**src/rtl/frame_sequencer.sv**
```systemverilog
// frame_sequencer: control FSM that walks one outgoing packet through
// PID classification, optional encryption, CRC, frame assembly in combo,
// and hand-off to the TX shift register. Every output is registered and
// is computed from the next state, so pulses line up with state entry.
module frame_sequencer #(
  parameter int TIMEOUT = 255
) (
  input  logic       clk,
  input  logic       rst,
  input  logic       pkt_valid,
  input  logic [7:0] pkt_pid,
  input  logic       encrypt_en,
  output logic       pkt_ready,
  output logic       enc_start,
  input  logic       enc_done,
  output logic       crc_start,
  input  logic       crc_done,
  output logic [2:0] data_sel,
  input  logic       combo_ready,
  output logic       frame_load,
  output logic [6:0] frame_bits,
  input  logic       tx_done,
  output logic       pkt_done,
  output logic       pid_err,
  output logic       timeout_err
);

  localparam int CW = $clog2(TIMEOUT + 1);
  // The wait counter starts at 0 on entry, so the last allowed wait cycle
  // is the one where it holds TIMEOUT-1.
  localparam logic [CW-1:0] LIMIT = CW'(TIMEOUT - 1);

  localparam logic [2:0] SEL_PID  = 3'b001;
  localparam logic [2:0] SEL_DATA = 3'b010;
  localparam logic [2:0] SEL_ENC  = 3'b011;
  localparam logic [2:0] SEL_IDLE = 3'b100;

  localparam logic [7:0] PID_DATA0 = 8'hC3;
  localparam logic [7:0] PID_DATA1 = 8'h4B;

  typedef enum logic [2:0] {
    S_IDLE,
    S_CHECK,
    S_ENC,
    S_CRC,
    S_ASSEMBLE,
    S_LOAD,
    S_SEND
  } state_t;

  state_t          state_reg, state_next;
  logic [7:0]      pid_reg, pid_next;
  logic            enc_reg, enc_next;
  logic [2:0]      sel_reg, sel_next;
  logic [CW-1:0]   wait_cnt_reg, wait_cnt_next;

  logic            pkt_ready_reg, pkt_ready_next;
  logic            enc_start_reg, enc_start_next;
  logic            crc_start_reg, crc_start_next;
  logic            frame_load_reg, frame_load_next;
  logic            pkt_done_reg, pkt_done_next;
  logic            pid_err_reg, pid_err_next;
  logic            timeout_err_reg, timeout_err_next;
  logic [2:0]      data_sel_reg, data_sel_next;
  logic [6:0]      frame_bits_reg, frame_bits_next;

  logic            pid_ok;
  logic            pid_is_data;
  logic            wait_hit;

  assign pid_ok      = (pid_reg[7:4] == ~pid_reg[3:0]);
  assign pid_is_data = (pid_reg == PID_DATA0) || (pid_reg == PID_DATA1);
  assign wait_hit    = (wait_cnt_reg == LIMIT);

  // Next-state, wait counter and registered-output next values.
  always_comb begin
    state_next       = state_reg;
    pid_next         = pid_reg;
    enc_next         = enc_reg;
    sel_next         = sel_reg;
    wait_cnt_next    = wait_cnt_reg;
    enc_start_next   = 1'b0;
    crc_start_next   = 1'b0;
    frame_load_next  = 1'b0;
    pkt_done_next    = 1'b0;
    pid_err_next     = 1'b0;
    timeout_err_next = 1'b0;

    case (state_reg)
      S_IDLE: begin
        if (pkt_valid && pkt_ready_reg) begin
          pid_next   = pkt_pid;
          enc_next   = encrypt_en;
          state_next = S_CHECK;
        end
      end
      S_CHECK: begin
        wait_cnt_next = '0;
        if (!pid_ok) begin
          pid_err_next = 1'b1;
          state_next   = S_IDLE;
        end else if (pid_is_data && enc_reg) begin
          enc_start_next = 1'b1;
          sel_next       = SEL_ENC;
          state_next     = S_ENC;
        end else if (pid_is_data) begin
          sel_next   = SEL_DATA;
          state_next = S_ASSEMBLE;
        end else begin
          sel_next   = SEL_PID;
          state_next = S_ASSEMBLE;
        end
      end
      S_ENC: begin
        if (enc_done) begin
          crc_start_next = 1'b1;
          wait_cnt_next  = '0;
          state_next     = S_CRC;
        end else if (wait_hit) begin
          timeout_err_next = 1'b1;
          state_next       = S_IDLE;
        end else begin
          wait_cnt_next = wait_cnt_reg + CW'(1);
        end
      end
      S_CRC: begin
        if (crc_done) begin
          wait_cnt_next = '0;
          state_next    = S_ASSEMBLE;
        end else if (wait_hit) begin
          timeout_err_next = 1'b1;
          state_next       = S_IDLE;
        end else begin
          wait_cnt_next = wait_cnt_reg + CW'(1);
        end
      end
      S_ASSEMBLE: begin
        if (combo_ready) begin
          frame_load_next = 1'b1;
          state_next      = S_LOAD;
        end else if (wait_hit) begin
          timeout_err_next = 1'b1;
          state_next       = S_IDLE;
        end else begin
          wait_cnt_next = wait_cnt_reg + CW'(1);
        end
      end
      S_LOAD: begin
        wait_cnt_next = '0;
        state_next    = S_SEND;
      end
      S_SEND: begin
        if (tx_done) begin
          pkt_done_next = 1'b1;
          state_next    = S_IDLE;
        end else if (wait_hit) begin
          timeout_err_next = 1'b1;
          state_next       = S_IDLE;
        end else begin
          wait_cnt_next = wait_cnt_reg + CW'(1);
        end
      end
      default: begin
        state_next = S_IDLE;
      end
    endcase

    // Level outputs follow the state being entered.
    pkt_ready_next = (state_next == S_IDLE);
    if (state_next inside {S_ASSEMBLE, S_LOAD, S_SEND}) begin
      data_sel_next = sel_next;
    end else begin
      data_sel_next = SEL_IDLE;
    end
    if (state_next inside {S_LOAD, S_SEND}) begin
      frame_bits_next = (sel_next == SEL_PID) ? 7'd8 : 7'd88;
    end else begin
      frame_bits_next = 7'd0;
    end
  end

  // State, context and output registers; reset abandons any packet silently.
  always_ff @(posedge clk or posedge rst) begin
    if (rst) begin
      state_reg       <= S_IDLE;
      pid_reg         <= 8'h00;
      enc_reg         <= 1'b0;
      sel_reg         <= SEL_IDLE;
      wait_cnt_reg    <= '0;
      pkt_ready_reg   <= 1'b1;
      enc_start_reg   <= 1'b0;
      crc_start_reg   <= 1'b0;
      frame_load_reg  <= 1'b0;
      pkt_done_reg    <= 1'b0;
      pid_err_reg     <= 1'b0;
      timeout_err_reg <= 1'b0;
      data_sel_reg    <= SEL_IDLE;
      frame_bits_reg  <= 7'd0;
    end else begin
      state_reg       <= state_next;
      pid_reg         <= pid_next;
      enc_reg         <= enc_next;
      sel_reg         <= sel_next;
      wait_cnt_reg    <= wait_cnt_next;
      pkt_ready_reg   <= pkt_ready_next;
      enc_start_reg   <= enc_start_next;
      crc_start_reg   <= crc_start_next;
      frame_load_reg  <= frame_load_next;
      pkt_done_reg    <= pkt_done_next;
      pid_err_reg     <= pid_err_next;
      timeout_err_reg <= timeout_err_next;
      data_sel_reg    <= data_sel_next;
      frame_bits_reg  <= frame_bits_next;
    end
  end

  assign pkt_ready   = pkt_ready_reg;
  assign enc_start   = enc_start_reg;
  assign crc_start   = crc_start_reg;
  assign frame_load  = frame_load_reg;
  assign pkt_done    = pkt_done_reg;
  assign pid_err     = pid_err_reg;
  assign timeout_err = timeout_err_reg;
  assign data_sel    = data_sel_reg;
  assign frame_bits  = frame_bits_reg;

endmodule

```
**config.mk**
```make
export PLATFORM = sky130hd
export DESIGN_NAME = frame_sequencer
export DESIGN_NICKNAME = d
export VERILOG_FILES = /design/src/rtl/frame_sequencer.sv
export SDC_FILE = /design/constraint.sdc
export NUM_CORES = 1
export LEC_CHECK = 0
export ABC_CLOCK_PERIOD_IN_PS = 2000
export BUFFER_PORTS_ARGS = -buffer_cell sky130_fd_sc_hd__buf_2
export CORE_MARGIN = 2
export CORE_UTILIZATION = 41
export DETAILED_ROUTE_END_ITERATION = 7
export HOLD_SLACK_MARGIN = 0.12
export PLACE_DENSITY_LB_ADDON = 0.15
export SLEW_MARGIN = 25
export SYNTH_ARGS = -nofsm -noshare
export SYNTH_HDL_FRONTEND = slang
export SYNTH_SLANG_ARGS = --single-unit
```
**constraint.sdc**
```tcl
create_clock -name clk -period 2 [get_ports clk]
set_input_delay 0 -clock clk [delete_from_list [all_inputs] [get_ports clk]]
set_output_delay 0 -clock clk [all_outputs]
set_load 0.01 [all_outputs]
```
==> results.ini <==
[floorplanning]
start_util = 0.431
fp-row-count = 23
die_y_um = 69.3
dieArea_um2 = 4800
coreArea_um2 = 4060
die_x_um = 69.3
ios = 33

[critical_path]
crit_arrival_ns = 1.96
worst-path-buf-inv = 1
worst-r2r-setup-slack_ns = 0.23
crit_start = wait_cnt_reg[0]
crit_path_cell_trace = inv_1 > ha_1 > nand4_1 > nor2_4 > o2111ai_1 > nor4_2
cp_num_cells = 6
cp-end-kind = flip-flop
slowest_stage = dfrtp_1
worstRegToRegCells = 6
required_ns = 2.19
worstSetupPathType = reg -> reg
startpoint_type = flip-flop
cp_slowest_stage_delay_ns = 0.45
endpoint = pkt_ready
path_delay_family = simple AND/OR/NAND/NOR gates
rr_startpoint = wait_cnt_reg[0]
worstPathMaxFanout = 7
timing.rr.end = pkt_ready

[power_and_ir_drop]
power_density_nw_per_um2 = 1290
p_total_mw = 2.75
peakVddDrop_mv = 0.513
leakage_nw = 0.994

[global_routing]
grt_max_degree = 36
grt.total_usage = 0.158
grt_pass1_wl_um = 6070
grt_overflow = 0
grt_pass1_vias = 1323
antenna_found_initial = 0

[synth]
synth_area_um2 = 1750
ys_seq_elements = 35
synth_seq_area_share = 0.503
syn_inst = 160
yosys_warnings = 0
synth.distinct_cells = 51
avgSynthCellArea_um2 = 10.9

[layout]
diodes = 0
layout_commonest_cell = dfrtp_1
drive_above_1_share = 0.282
synthToLayoutAreaGrowth_pct = 22.3
fin_nets = 219
final_area_um2 = 2140
instances_no_fill = 252
final_cell_mix = dfrtp_1 (32), buf_2 (28), a21oi_1 (13), dlygate4sd3_1 (12), nor2_1 (11)

[clock_tree]
clk_root_buffer_cell = clkbuf_8
clk_pin_slew_worst_paths_ns = 0.07
clock_latency_ns = 0.29
clock-sinks = 35
numCtsBuffers = 5
clock_path_buffers = 2
ctsResizeCount = 0
postCtsSetupRepairBufs = 0
cts_tree = built
htree_levels = 2

[detailed_routing]
wl_um = 3510
wire_per_inst_um = 13.9
drc = 0
drt_iter0_drc = 166
firstDrtPassIters = 4
vias = 1352
viasPerCell = 5.37
ant_nets = 0

[placed_design]
gp_congestion = 0.938
place_inst = 232
dp_hpwl_um = 2420
placed_area_um2 = 1900
port_buffers = 28
pre_cts_slack_ns = 0.254

[timing]
timing.final.crit_share = 0.885
fin_skew_ns = 0.00399
setup_violations = 0
min_period_ns = 1.77
rsz0062_at_grt = no
drv_slew = 0
setup_ws_ns = 0.230
fin_tns_setup_ns = 0
fmax_mhz = 565
hold_viol = 0

[outcome]
status = completed

[job]
maxCapViolCount = 0

[worst_hold_path]
min_path_type = in -> reg

==> how the worst min path moves through the flow <==
stage               depth (start not counted)         end   startpoint
finish                                      3  frame_load  combo_ready
floorplan                                   2    pkt_done      tx_done
global route                                3  frame_load  combo_ready
global placement                            3  pid_reg[1]          rst
detailed placement                          3  pid_reg[1]          rst
CTS                                         3  frame_load  combo_ready
==> what timing repair did <==
action                                  CTS  global route
hold buffers                             12             0
endpoints found under the setup margin    0             0
hold endpoints to repair                 43             0
==> cell type report <==
class                      count  area, um2
fill                         363       1920
sequential                    35        880
multi-input combinational    111        785
timing repair buffer          41        268
clock buffer                   6       82.6
tap                           50       62.6
clock inverter                 2       35.0
inverter                       7       26.3
==> logic make-up after synthesis <==
logic type / count (synthesis) / share of synthesized area
muxes: 9 / 0.0580
adders and majority gates: 2 / 0.0143
AOI/OAI and AO/OA: 43 / 0.168
xor gates and xnor gates: 4 / 0.0200
and+or+nand+nor: 49 / 0.180
DFF: 35 / 0.503
buffers and inverters: 17 / 0.0544
other: 1 / 0.00215
==> power breakdown <==
part           internal (mW)  switching, mW
sequential             0.928          0.241
combinational          0.439          0.489
clock                  0.403          0.249
==> worst register-to-register path: stages (launching register included) <==
cell and delay (ns):
dfrtp_1 0.45, inv_1 0.12, ha_1 0.16, nand4_1 0.22, nor2_4 0.23, o2111ai_1 0.19, nor4_2 0.30
==> through the flow <==
step | utilization | hold slack [ns]
2_1_floorplan | - | 0.116
3_3_place_gp | 0.468 | 0.115
3_5_place_dp | 0.468 | 0.129
4_1_cts | 0.527 | 0.121
5_1_grt | 0.527 | 0.139
6_report | 0.527 | 0.128
==> Yosys cell counts (all sizes together) <==
library cell | count | area share
o32ai | 1 | 0.0093
and4 | 2 | 0.010
o21ai | 9 | 0.026
o2111ai | 1 | 0.0050
a21boi | 1 | 0.0043
a21oi | 13 | 0.037
nand2b | 2 | 0.0072
nand4b | 2 | 0.019
nor4 | 1 | 0.0072
a2bb2oi | 1 | 0.0050
o2bb2ai | 2 | 0.010
o32a | 1 | 0.0057
o31ai | 1 | 0.0043
ha | 2 | 0.014
a22oi | 1 | 0.0043
nand3 | 6 | 0.017
buf | 10 | 0.039
a22o | 1 | 0.0050
xor2 | 4 | 0.020
nand4bb | 1 | 0.0064
o21bai | 1 | 0.0043
and2 | 2 | 0.0072
or3b | 1 | 0.0050
a221o | 1 | 0.0057
nor3b | 1 | 0.0043
o22ai | 2 | 0.0072
dfrtp | 32 | 0.46
dfstp | 3 | 0.045
o211ai | 1 | 0.0072
nor2 | 12 | 0.030
inv | 7 | 0.015
nor2b | 2 | 0.011
a31oi | 1 | 0.0036
mux2 | 9 | 0.058
nand2 | 6 | 0.014
nor3 | 2 | 0.0057
a21o | 1 | 0.0043
nand4 | 6 | 0.021
o22a | 1 | 0.0050
conb | 1 | 0.0021
a41oi | 3 | 0.015
and3 | 3 | 0.014
==> per-layer routing <==
metal	vias to the layer above	track usage	wire length, um
met4	0	0.0675	53
li1	658	-	-
met1	652	0.196	1620
met3	7	0.0509	172
met2	35	0.253	1660
met5	-	0	0
Note: power is estimated with default switching activity, not from simulation.
